<file path="src/rtl/uart_autobaud_if.sv">
// Control/status bundle between the autobaud detector and its host sequencer.
// The detector side uses the slave modport and the host side uses the master modport.
interface uart_autobaud_if #(
    parameter int unsigned DIV_WIDTH = 16
);
    logic                 start_i;
    logic                 rx_i;
    logic                 busy_o;
    logic                 done_o;
    logic                 err_o;
    logic [DIV_WIDTH-1:0] div_o;
    logic                 div_valid_o;

    modport master (
        output start_i, rx_i,
        input  busy_o, done_o, err_o, div_o, div_valid_o
    );

    modport slave (
        input  start_i, rx_i,
        output busy_o, done_o, err_o, div_o, div_valid_o
    );
endinterface

</file>
<file path="src/rtl/uart_autobaud.sv">
// UART autobaud detector: times a 0x55 sync character and produces a rounded
// clocks-per-bit divisor for the UART DIV register.
module uart_autobaud #(
    parameter int unsigned DIV_WIDTH = 16,
    parameter int unsigned MIN_DIV   = 4,
    parameter int unsigned CNT_WIDTH = DIV_WIDTH + 3
) (
    input  logic          clk_i,
    input  logic          rst_i,
    uart_autobaud_if.slave bus
);

    localparam int unsigned RND_WIDTH = CNT_WIDTH + 1;

    localparam logic [1:0] S_IDLE    = 2'd0;
    localparam logic [1:0] S_HUNT    = 2'd1;
    localparam logic [1:0] S_MEASURE = 2'd2;
    localparam logic [1:0] S_STOP    = 2'd3;

    localparam logic [CNT_WIDTH-1:0] CNT_MAX = {CNT_WIDTH{1'b1}};

    logic                 r_rx_meta, r_rx_sync, r_rx_prev;
    logic [1:0]           r_state, w_state_nx;
    logic [CNT_WIDTH-1:0] r_cnt, w_cnt_nx;
    logic [CNT_WIDTH-1:0] r_per, w_per_nx;
    logic [CNT_WIDTH-1:0] r_p0, w_p0_nx;
    logic [CNT_WIDTH-1:0] r_t8, w_t8_nx;
    logic [2:0]           r_pcnt, w_pcnt_nx;
    logic                 r_hi, w_hi_nx;
    logic                 r_busy;
    logic                 r_done, w_done_nx;
    logic                 r_err, w_err_nx;
    logic [DIV_WIDTH-1:0] r_div, w_div_nx;
    logic                 r_vld, w_vld_nx;

    logic                 w_fall, w_rise, w_timeout;
    logic [CNT_WIDTH-1:0] w_dev, w_tol, w_half, w_low_min, w_low_max;
    logic [RND_WIDTH-1:0] w_rnd;
    logic [DIV_WIDTH-1:0] w_div;

    // Line synchronizer plus edge-history flop; idles high like the line.
    always_ff @(posedge clk_i or posedge rst_i) begin
        if (rst_i) begin
            r_rx_meta <= 1'b1;
            r_rx_sync <= 1'b1;
            r_rx_prev <= 1'b1;
        end else begin
            r_rx_meta <= bus.rx_i;
            r_rx_sync <= r_rx_meta;
            r_rx_prev <= r_rx_sync;
        end
    end

    assign w_fall    = r_rx_prev & ~r_rx_sync;
    assign w_rise    = ~r_rx_prev & r_rx_sync;
    assign w_timeout = (r_cnt == CNT_MAX) || (r_per == CNT_MAX);
    assign w_dev     = (r_per >= r_p0) ? (r_per - r_p0) : (r_p0 - r_per);
    assign w_tol     = r_p0 >> 3;
    assign w_half    = r_p0 >> 1;
    assign w_low_min = w_half - w_tol;
    assign w_low_max = w_half + w_tol;
    assign w_rnd     = RND_WIDTH'(r_t8) + RND_WIDTH'(4);
    assign w_div     = DIV_WIDTH'(w_rnd >> 3);

    // Next-state logic; an arm pulse outside IDLE restarts silently.
    always_comb begin
        w_state_nx = r_state;
        w_cnt_nx   = r_cnt;
        w_per_nx   = r_per;
        w_p0_nx    = r_p0;
        w_t8_nx    = r_t8;
        w_pcnt_nx  = r_pcnt;
        w_hi_nx    = r_hi;
        w_done_nx  = 1'b0;
        w_err_nx   = 1'b0;
        w_div_nx   = r_div;
        w_vld_nx   = r_vld;
        if (bus.start_i && (r_state != S_IDLE)) begin
            w_state_nx = S_HUNT;
            w_cnt_nx   = '0;
            w_per_nx   = '0;
            w_p0_nx    = '0;
            w_pcnt_nx  = '0;
            w_hi_nx    = 1'b0;
        end else begin
            case (r_state)
                S_IDLE: begin
                    w_cnt_nx  = '0;
                    w_per_nx  = '0;
                    w_p0_nx   = '0;
                    w_pcnt_nx = '0;
                    w_hi_nx   = 1'b0;
                    if (bus.start_i) w_state_nx = S_HUNT;
                end
                S_HUNT: begin
                    if (w_fall) begin
                        w_cnt_nx   = CNT_WIDTH'(1);
                        w_per_nx   = CNT_WIDTH'(1);
                        w_pcnt_nx  = '0;
                        w_state_nx = S_MEASURE;
                    end
                end
                S_MEASURE: begin
                    if (w_timeout) begin
                        w_err_nx   = 1'b1;
                        w_state_nx = S_IDLE;
                    end else begin
                        w_cnt_nx = r_cnt + CNT_WIDTH'(1);
                        w_per_nx = r_per + CNT_WIDTH'(1);
                        if (w_fall) begin
                            w_per_nx = CNT_WIDTH'(1);
                            if (r_pcnt == 3'd0) begin
                                w_p0_nx   = r_per;
                                w_pcnt_nx = 3'd1;
                            end else if (w_dev > w_tol) begin
                                w_err_nx   = 1'b1;
                                w_state_nx = S_IDLE;
                            end else if (r_pcnt == 3'd3) begin
                                w_t8_nx    = r_cnt;
                                w_hi_nx    = 1'b0;
                                w_state_nx = S_STOP;
                            end else begin
                                w_pcnt_nx = r_pcnt + 3'd1;
                            end
                        end
                    end
                end
                S_STOP: begin
                    // r_hi=0 times the b7 low half; r_hi=1 times the stop-bit high window.
                    if (w_timeout || w_fall) begin
                        w_err_nx   = 1'b1;
                        w_state_nx = S_IDLE;
                    end else begin
                        w_cnt_nx = r_cnt + CNT_WIDTH'(1);
                        w_per_nx = r_per + CNT_WIDTH'(1);
                        if (!r_hi) begin
                            if (w_rise) begin
                                if ((r_per >= w_low_min) && (r_per <= w_low_max)) begin
                                    w_hi_nx  = 1'b1;
                                    w_per_nx = CNT_WIDTH'(1);
                                end else begin
                                    w_err_nx   = 1'b1;
                                    w_state_nx = S_IDLE;
                                end
                            end
                        end else if (r_per == w_half) begin
                            w_state_nx = S_IDLE;
                            if (w_div < DIV_WIDTH'(MIN_DIV)) begin
                                w_err_nx = 1'b1;
                            end else begin
                                w_done_nx = 1'b1;
                                w_div_nx  = w_div;
                                w_vld_nx  = 1'b1;
                            end
                        end
                    end
                end
                default: w_state_nx = S_IDLE;
            endcase
        end
    end

    // State and output registers; busy lags state so it drops after the pulse.
    always_ff @(posedge clk_i or posedge rst_i) begin
        if (rst_i) begin
            r_state <= S_IDLE;
            r_cnt   <= '0;
            r_per   <= '0;
            r_p0    <= '0;
            r_t8    <= '0;
            r_pcnt  <= '0;
            r_hi    <= 1'b0;
            r_busy  <= 1'b0;
            r_done  <= 1'b0;
            r_err   <= 1'b0;
            r_div   <= '0;
            r_vld   <= 1'b0;
        end else begin
            r_state <= w_state_nx;
            r_cnt   <= w_cnt_nx;
            r_per   <= w_per_nx;
            r_p0    <= w_p0_nx;
            r_t8    <= w_t8_nx;
            r_pcnt  <= w_pcnt_nx;
            r_hi    <= w_hi_nx;
            r_busy  <= (r_state != S_IDLE);
            r_done  <= w_done_nx;
            r_err   <= w_err_nx;
            r_div   <= w_div_nx;
            r_vld   <= w_vld_nx;
        end
    end

    assign bus.busy_o      = r_busy;
    assign bus.done_o      = r_done;
    assign bus.err_o       = r_err;
    assign bus.div_o       = r_div;
    assign bus.div_valid_o = r_vld;

endmodule

</file>
<file path="src/flat_wrapper.sv">
// flat-port wrapper written by rule: the top's interface ports become plain ports
module uart_autobaud_flat 
#(
    parameter int unsigned DIV_WIDTH = 16,
    parameter int unsigned MIN_DIV   = 4,
    parameter int unsigned CNT_WIDTH = DIV_WIDTH + 3
)
  (clk_i, rst_i, bus_start_i, bus_rx_i, bus_busy_o, bus_done_o, bus_err_o, bus_div_o, bus_div_valid_o);
  uart_autobaud_if #(.DIV_WIDTH(DIV_WIDTH)) bus_i ();
  input  logic clk_i;
  input  logic rst_i;
  input wire logic [$bits(bus_i.start_i)-1:0] bus_start_i;
  input wire logic [$bits(bus_i.rx_i)-1:0] bus_rx_i;
  output wire logic [$bits(bus_i.busy_o)-1:0] bus_busy_o;
  output wire logic [$bits(bus_i.done_o)-1:0] bus_done_o;
  output wire logic [$bits(bus_i.err_o)-1:0] bus_err_o;
  output wire logic [$bits(bus_i.div_o)-1:0] bus_div_o;
  output wire logic [$bits(bus_i.div_valid_o)-1:0] bus_div_valid_o;
  assign bus_i.start_i = bus_start_i;
  assign bus_i.rx_i = bus_rx_i;
  assign bus_busy_o = bus_i.busy_o;
  assign bus_done_o = bus_i.done_o;
  assign bus_err_o = bus_i.err_o;
  assign bus_div_o = bus_i.div_o;
  assign bus_div_valid_o = bus_i.div_valid_o;
  uart_autobaud #(.DIV_WIDTH(DIV_WIDTH), .MIN_DIV(MIN_DIV), .CNT_WIDTH(CNT_WIDTH)) u_core (.clk_i(clk_i), .rst_i(rst_i), .bus(bus_i));
endmodule
</file>
<file path="config.mk">
export PLATFORM = sky130hd
export DESIGN_NAME = uart_autobaud_flat
export DESIGN_NICKNAME = d
export VERILOG_FILES = /design/src/rtl/uart_autobaud_if.sv /design/src/rtl/uart_autobaud.sv /design/src/flat_wrapper.sv
export SDC_FILE = /design/constraint.sdc
export NUM_CORES = 1
export LEC_CHECK = 0
export ABC_AREA = 1
export CAP_MARGIN = 20
export CORE_UTILIZATION = 60
export CTS_CLUSTER_SIZE = 12
export DETAILED_ROUTE_END_ITERATION = 12
export GPL_TIMING_DRIVEN = 0
export PLACE_DENSITY = 0.77
export REMOVE_ABC_BUFFERS = 1
export SLEW_MARGIN = 5
export SYNTH_ARGS = -nofsm -noshare
export SYNTH_HDL_FRONTEND = slang
export SYNTH_SLANG_ARGS = --single-unit
export TNS_END_PERCENT = 50
</file>
<file path="constraint.sdc">
create_clock -name clk_i -period 4.91 [get_ports clk_i]
set_input_delay 0.7365 -clock clk_i [delete_from_list [all_inputs] [get_ports clk_i]]
set_output_delay 0.7365 -clock clk_i [all_outputs]
set_load 0.05 [all_outputs]
</file>
==> impl_metrics.ini <==
[status]
status = complete, no violations

[setup_path]
crit_required_ps = 5160
end_kind = flip-flop
cp_num_buf_inv = 3
worstSetupStartpointType = flip-flop
crit_family = simple AND/OR/NAND/NOR gates
cp.arrival_ps = 4900
crit_type = reg -> reg
crit_top_cell = nand2_1
cpPeakStageDelay_ps = 480
cp_slowest_cell = dfrtp_2
cp_max_fo = 34

[cells_and_area]
fillCellCount = 1639
area_delta_synth_final_pct = 8.65
finalNonFillerCells = 1844
multi_input_comb_area_mm2 = 0.00747
nets = 1751
layout-drive-gt1-share = 0.0978
diodes = 0
seq_area_mm2 = 0.00260

[synth]
async_reset_ff_frac = 1.00
syn-cell-area_mm2 = 0.0110
synth_largest_area_cell = dfrtp_1
synth_edf_count = 0
synth_cells = 1598
seq_area_frac_synth = 0.234
yosys_warnings = 0
netlist_top_cells_area = dfrtp_1 23%, ha_1 15%, nand2_1 14%, inv_1 7.2%, xor2_1 5.8%
avgSynthCellArea_um2 = 6.91
synth_commonest_cells = 423 x nand2_1, 213 x inv_1, 133 x ha_1
synth_flop_cell = dfrtp_1
post-synth-top-count-cell = nand2_1
netlist.area_leader.share = 0.227
synth_cell_types = 64
ys_ff_latch = 103

[placement]
routabilityCongestion = 0.987
dp_cells = 1807
io_buffers = 23
dp_hpwl_um = 24100
pre_cts_slack_ps = -617

[timing]
hold_slack_ps = 359
hold_viol = 0
fin_skew_ps = 9.80
finalCritPeriodShare = 0.948
max_slew.worst_pin.slew_ps = 933
fmax_mhz = 215
setup_viol = 0
drv_slew = 0
relSlewSlack = 0.378
worst_slack_ps = 255
period_minus_slack_ps = 4650
tns_ps = 0

[drt]
ant_nets = 0
firstDrtPassIters = 5
wl_per_cell_um = 16.7
remaining_drc_errors = 0
initialDrtViolationCount = 904
num_vias = 10600
viasPerCell = 5.72
drt-total-wl_um = 30800

[power_and_ir_drop]
fin_total_pwr_uw = 3260
peakVddDrop_uv = 364
p_leak_uw = 0.00606
powerDensity_mw_per_mm2 = 272

[clocking]
cts_root_buffer = clkbuf_16
clock_latency_ps = 360
numCtsBuffers = 9
holdBufCountCts = 0
cts_tree = done
numClockSinks = 103
clock_path_buffers = 2
htree_levels = 3
clkTransAtPathRegs_ps = 80

[global_route]
grt_max_degree = 66
grt_antenna_before_repair = 0
grt_use_total = 0.329
grt_pass1_wl_um = 47800
globalRoute.totalOverflow = 0
grt_pass1_vias = 9458

[floorplan]
die_w_um = 138
num_io_pins = 24
rows = 49
start_util = 0.612
dieHeight_um = 138
core_mm2 = 0.0180
dieArea_mm2 = 0.0189

[hold_path]
min-delay-path-class = reg -> reg

[job]
max_cap_violations = 0
[layout by cell type, fill, tap and decap left out, types with 6 or more instances in the layout]
cell type	synthesis	final
o21bai_1	13	12
ha_1	133	123
nand3_2	13	13
inv_1	213	204
nand3b_1	9	9
o21ai_2	11	13
a21oi_1	83	80
inv_2	6	8
nand3_1	74	74
xor2_1	73	73
o21ai_1	29	29
nand4_1	47	47
nor2_2	4	6
clkbuf_16	0	9
nand2_2	11	11
xnor2_1	18	18
nor3_1	34	34
nand2_1	423	422
clkdlybuf4s50_1	0	23
o21ai_0	70	68
dfrtp_1	100	82
buf_4	3	21
ha_2	0	7
clkinvlp_4	0	7
nor2_1	116	114
dfrtp_2	0	18
[power breakdown]
group	switching [uW]	leakage [uW]	internal (uW)
clock network	376	0.000151	407
logic	1090	0.00452	465
registers	41.3	0.00139	882
[final cells by class]
class / count / share of cell area
multi-input combinational: 1228 / 0.623
sequential: 103 / 0.217
inverter: 221 / 0.0715
timing repair buffer: 47 / 0.0382
tap: 229 / 0.0239
clock buffer: 9 / 0.0188
clock inverter: 7 / 0.00730
[final timing paths]
kind	from	to	slack, ps	cells after the start
max	u_core.r_p0[14]$_DFFE_PP0P_	u_core.r_t8[11]$_DFFE_PP0P_	260	29
min	u_core.r_rx_meta$_DFF_PP1_	u_core.r_rx_sync$_DFF_PP1_	360	0
max reg2reg	u_core.r_p0[14]$_DFFE_PP0P_	u_core.r_t8[11]$_DFFE_PP0P_	260	29
min reg2reg	u_core.r_rx_meta$_DFF_PP1_	u_core.r_rx_sync$_DFF_PP1_	360	0
max in group asynchronous	rst_i	u_core.r_rx_prev$_DFF_PP1_	3400	3
min in group asynchronous	rst_i	u_core.bus.div_o[9]$_DFFE_PP0P_	760	2
[through the flow]
| stage | util | cell area [um2] |
|---|---|---|
| floorplan | - | 10800 |
| global placement | 0.626 | 11300 |
| detailed placement | 0.629 | 11300 |
| CTS | 0.650 | 11700 |
| global route | 0.665 | 12000 |
| finish | 0.665 | 12000 |
[layer usage]
metal  wire [um]  GRT usage  up-vias
met4         554     0.0855        0
met1       14500      0.477     4955
met3        2130     0.0489       42
li1            -          -     5220
met5           0          0        -
met2       13600      0.505      335
[worst register-to-register path: cells and delay by family (launching register included)]
family                   cells  cell delay [ps]
AND/OR/NAND/NOR             20             2510
adder cells (fa/ha/maj)      2              630
AO/OA/AOI/OAI                4              590
flip-flops                   1              480
buffers and inverters        3              350
[flip-flops by register name, indices dropped and copies added, names as in the netlist]
signal / flops
u_core.bus.busy_o: 1
u_core.bus.div_o: 16
u_core.bus.div_valid_o: 1
u_core.bus.done_o: 1
u_core.bus.err_o: 1
u_core.r_cnt: 19
u_core.r_hi: 1
u_core.r_p0: 19
u_core.r_pcnt: 3
u_core.r_per: 19
u_core.r_rx_meta: 1
u_core.r_rx_prev: 1
u_core.r_rx_sync: 1
u_core.r_state: 2
u_core.r_t8: 17
[cells by family after synthesis]
logic type,Yosys count,synth area share
AO/OA/AOI/OAI,238,0.124
XOR/XNOR,91,0.0722
adder cells (fa/ha/maj),137,0.158
buffers and inverters,267,0.101
flip-flops,103,0.234
multiplexers,3,0.00272
AND/OR/NAND/NOR,759,0.309
[timing repair]
item | 4_1_cts | 5_1_grt
hold endpoints to repair | 0 | 0
resized for setup | 14 | 41
buffers inserted | 2 | 18
pin swaps | 1 | 2
setup endpoints to repair | 37 | 40
Note: power is estimated with default switching activity, not from simulation.
